**config.mk**
```make
export PLATFORM = sky130hd
export DESIGN_NAME = fetch_stage
export DESIGN_NICKNAME = d
export VERILOG_FILES = /design/src/rtl/fetch_stage.sv
export SDC_FILE = /design/constraint.sdc
export NUM_CORES = 1
export LEC_CHECK = 0
export ABC_AREA = 1
export BUFFER_PORTS_ARGS = -buffer_cell sky130_fd_sc_hd__buf_2
export CORE_MARGIN = 2
export CORE_UTILIZATION = 40
export CTS_BUF_LIST = sky130_fd_sc_hd__clkbuf_8
export DETAILED_ROUTE_END_ITERATION = 7
export GPL_ROUTABILITY_DRIVEN = 0
export HOLD_SLACK_MARGIN = 0.12
export PLACE_DENSITY = 0.65
export SKIP_CTS_REPAIR_TIMING = 1
export SLEW_MARGIN = 10
export SYNTH_ARGS = -nofsm -noshare
export SYNTH_HDL_FRONTEND = slang
export SYNTH_SLANG_ARGS = --single-unit
```
**constraint.sdc**
```tcl
create_clock -name clk -period 2.1 [get_ports clk]
set_input_delay 0.21 -clock clk [delete_from_list [all_inputs] [get_ports clk]]
set_output_delay 0.21 -clock clk [all_outputs]
set_load 0.05 [all_outputs]
```
**src/rtl/fetch_stage.sv**
```systemverilog
// fetch_stage: owns the PC and the instruction-memory request/valid handshake.
// Registers {inst, pc} toward decode; a one-entry skid holds responses during stall.
module fetch_stage #(
   parameter logic [31:0] RESET_PC = 32'h1000_0000,
   parameter logic [31:0] NOP      = 32'h0000_0013
) (
   input  logic        clk,
   input  logic        rst,
   input  logic        pc_sel,
   input  logic [31:0] redirect_pc,
   input  logic        stall,
   output logic        imem_req,
   output logic [31:0] imem_addr,
   input  logic [31:0] imem_rdata,
   input  logic        imem_valid,
   output logic [31:0] inst,
   output logic [31:0] inst_pc,
   output logic        inst_valid
);

   typedef enum logic [1:0] {
      BOOT,
      FETCH,
      DRAIN
   } state_e;

   typedef struct packed {
      logic [31:0] word;
      logic [31:0] pc;
   } fetch_t;

   state_e      state_q;
   logic [31:0] pc_q;
   logic        req_q;
   fetch_t      out_q;
   logic        out_v_q;
   fetch_t      skid_q;
   logic        skid_v_q;

   logic [31:0] tgt;
   logic [31:0] pc_inc;
   logic        rsp;
   logic        unused;

   assign tgt    = {redirect_pc[31:2], 2'b00};
   assign pc_inc = pc_q + 32'd4;
   assign unused = ^redirect_pc[1:0];

   // req_q is high exactly while a request is outstanding in FETCH
   assign rsp = req_q & imem_valid;

   assign imem_req   = req_q;
   assign imem_addr  = pc_q;
   assign inst       = out_q.word;
   assign inst_pc    = out_q.pc;
   assign inst_valid = out_v_q;

   always_ff @(posedge clk or negedge rst) begin
      if (!rst) begin
         state_q  <= BOOT;
         pc_q     <= RESET_PC;
         req_q    <= 1'b0;
         out_q    <= '{word: NOP, pc: 32'h0};
         out_v_q  <= 1'b0;
         skid_q   <= '0;
         skid_v_q <= 1'b0;
      end else begin
         unique case (state_q)
            BOOT: begin
               if (pc_sel) pc_q <= tgt;
               state_q <= FETCH;
               req_q   <= 1'b1;
            end
            FETCH: begin
               if (pc_sel) begin
                  pc_q       <= tgt;
                  out_q.word <= NOP;
                  out_v_q    <= 1'b0;
                  skid_v_q   <= 1'b0;
                  if (req_q && !imem_valid) begin
                     state_q <= DRAIN;
                     req_q   <= 1'b0;
                  end else begin
                     req_q <= 1'b1;
                  end
               end else if (rsp) begin
                  pc_q <= pc_inc;
                  if (stall) begin
                     skid_q   <= '{word: imem_rdata, pc: pc_q};
                     skid_v_q <= 1'b1;
                     req_q    <= 1'b0;
                  end else begin
                     out_q   <= '{word: imem_rdata, pc: pc_q};
                     out_v_q <= 1'b1;
                  end
               end else if (!stall) begin
                  if (skid_v_q) begin
                     out_q    <= skid_q;
                     out_v_q  <= 1'b1;
                     skid_v_q <= 1'b0;
                     req_q    <= 1'b1;
                  end else begin
                     out_q.word <= NOP;
                     out_v_q    <= 1'b0;
                  end
               end
            end
            DRAIN: begin
               if (pc_sel) pc_q <= tgt;
               if (imem_valid) begin
                  state_q <= FETCH;
                  req_q   <= 1'b1;
               end
            end
            default: begin
               state_q <= BOOT;
               req_q   <= 1'b0;
            end
         endcase
      end
   end

endmodule
```
==> results.md <==
- Met3 GRT Util: 0.0342
- Fraction of registers with async set/reset: 1.00
- Sequential Area: 3980 um^2
- Post-route setup TNS: 0 ns
- Critical Path AT: 2.15 ns
- Mux cell area share after synthesis: 0.0472
- Register-to-register setup slack: 0.30 ns
- Worst-margin pin slew: 0.601 ns
- Worst hold endpoint: imem_addr[23]
- Post-DP HPWL: 14,000 um
- Clk sinks: 159
- Grt met2 use: 0.315
- Max_cap viols: 0
- Relative slew slack: 0.599
- Share of cells above drive strength 1: 0.226
- DR vias/cell: 4.94
- Gr usage total: 0.199
- Multi-input logic area: 3290 um^2
- Setup CP Type: reg2reg
- Initial antenna violation count: 0
- Vias: 7,018
- Post-synth EDFFs: 0
- Average size of a mapped cell: 8.06 um^2
- HP Start: redirect_pc[23]
- Area Growth Syn to Fin: 25.6%
- CTS Buf Count: 17
- Synth top cells by count: nand2_1, dfrtp_1, o21ai_0
- VDD IR-drop max: 0.000995 V
- Synth area leaders: dfrtp_1, nand2_1, o21ai_0
- M1 GR Usage: 0.283
- Cell depth of the worst flop-to-flop path: 11
- Worst R2R Start: imem_addr[3]
- Max H-tree Level: 4
- Core Rows: 50
- Post-Syn Instances: 956
- Max FO, Critical Path: 6
- Residual DRC count: 0
- Total Die Area: 20,400 um^2
- Grt ovf: 0
- Tmin final: 1.80 ns
- Clock root buffer: clkbuf_8
- Post-Synth Simple-Gate Area: 0.251
- Peak Freq: 557 MHz
- CP endpoint kind: register
- Final Max Tran Viols: 0
- Adder-cell share of the synthesized area: 0.00162
- Most instantiated library cell after synthesis: nand2_1
- Status: finished clean
- DRT iter0 DRCs: 416
- RSZ-0062 raised after global routing: no
- Clk_skew: 0.0134 ns
- P_leak: 4.71 nW
- Nets: 1,218
- PortBufs: 160
- Req. time, crit path: 2.45 ns
- Tcrit/Tclk final: 0.855
- CP Launch Type: register
- Compound-gate portion of the synthesized area: 0.121
- Clock Pin Slew Worst Setup and Hold Paths: 0.09 ns
- Wire per inst: 14.1 um
- Fin. Hold Viols: 0
- Pre-Repair DR Iteration Count: 5
- Hold Path Cell Cnt: 5
- Sequential area share after synthesis: 0.517
- Pwr dens: 1640 nW/um^2
- ANT nets after route: 0
- Initial Util: 0.409
- Global-route wire length before repair: 32,300 um
- Synth Register Bits: 159
- Ports: 167
- Fillers: 1,802
- Clk buf depth: 2
- Non-filler cells, final: 1,421
- Post-synth cell types: 34
- Post-synth top area share: 0.503
- Final Util: 0.514
- Synth Area in XOR/XNOR: 0.00114
- Routed wire length: 20,100 um
- Largest net degree at the start of global routing: 62
- CTS tree: yes
- Die W: 143 um
- CORE AREA: 18,800 um^2
- Critical R2R Capture: imem_addr[20]
- Vias in the first global route: 6,286
- Synth Warn #: 0
- DP Cell Count: 1,343
- Chip height: 143 um
- Clk_lat worst skew: 0.45 ns
- Setup-failing EPs final: 0
- CP startpoint: imem_addr[3]
- Worst min path class: in2reg
- Synthesized cell area: 7710 um^2
- Largest area contributor in the netlist: dfrtp_1
- Diodes inserted: 0
- Most Crowded Layer GR: met2
- Largest family of logic cells by synthesized area: simple AND/OR/NAND/NOR gates
- Tot Pwr: 15.8 mW
- Main synth FF type: dfrtp_1
## flip-flops by register name (all words and copies together), names as in the netlist
signal and count:
inst 32, skid_v_q 1, inst_valid 1, imem_addr 30, skid_q 62, inst_pc 30, state_q 2, imem_req 1
## metal layers
layer / routed length, um / part of all wire
met1: 9560 / 0.48
met2: 9180 / 0.46
met3: 1070 / 0.053
met4: 275 / 0.014
met5: 0 / 0
## cell families after synthesis
kind of cell	Yosys count
AND/OR/NAND/NOR	478
AO/OA/AOI/OAI	175
flip-flops	159
buffers and inverters	111
multiplexers	30
adder cells (fa/ha/maj)	1
other	1
XOR/XNOR	1
## cell usage in the layout (no fill, tap or decap), types with 2 or more instances in the layout
master / count
a31oi_1: 20
nor2_4: 4
nand2_1: 276
nand3_1: 71
inv_6: 5
dfstp_2: 4
mux2_4: 7
clkbuf_8: 18
clkinvlp_4: 2
nand4_1: 2
nand3b_1: 2
o221ai_1: 3
inv_2: 4
mux2_2: 23
dfrtp_1: 155
clkinv_4: 2
buf_4: 12
nand2_2: 2
buf_2: 159
buf_12: 7
nor2_1: 113
dlygate4sd3_1: 46
conb_1: 4
o21ai_0: 118
a21oi_1: 24
inv_1: 53
a22oi_1: 3
clkinv_2: 2
o22ai_1: 3
nor2_2: 5
## report_power, final
group / switching, mW / internal, mW
registers: 1.05 / 4.52
logic: 5.88 / 2.16
clock network: 1.23 / 0.990
total: 8.17 / 7.67
## worst max-delay path by stage
stage / to / slack, ns / cells after the start
CTS: skid_q[25] / 0.30 / 7
floorplan: imem_addr[14] / 0.20 / 10
finish: imem_addr[20] / 0.30 / 11
global placement: imem_addr[28] / 0.37 / 10
detailed placement: skid_q[25] / 0.32 / 7
global route: imem_addr[28] / 0.07 / 10
## stage by stage
| step | cell area [um^2] | worst slack, ns | hold slack (ns) |
|---|---|---|---|
| after floorplan | 7720 | 0.201 | -0.0856 |
| after global placement | 8850 | 0.367 | 0.239 |
| after detailed placement | 8850 | 0.317 | 0.237 |
| after CTS | 9230 | 0.301 | -0.263 |
| after global routing | 9690 | 0.0667 | 0.121 |
| final | 9690 | 0.304 | 0.0847 |
## area by class of cell
type	count	share of cell area
Tap cell	260	0.0336
Inverter	56	0.0217
Multi-Input combinational cell	689	0.340
Sequential cell	159	0.411
Clock inverter	14	0.0136
Timing Repair Buffer	225	0.155
Clock buffer	18	0.0256
## critical path, stage by stage, from the launching register on
cell	delay, ns
dfrtp_1	0.45
ha_1	0.25
nand2_1	0.07
nor2_1	0.20
buf_4	0.17
nand3b_1	0.11
nor2_1	0.19
nand2_1	0.08
nand2_1	0.06
nand2_1	0.04
nand2_1	0.06
inv_1	0.03
(Power assumes the default switching activity.)
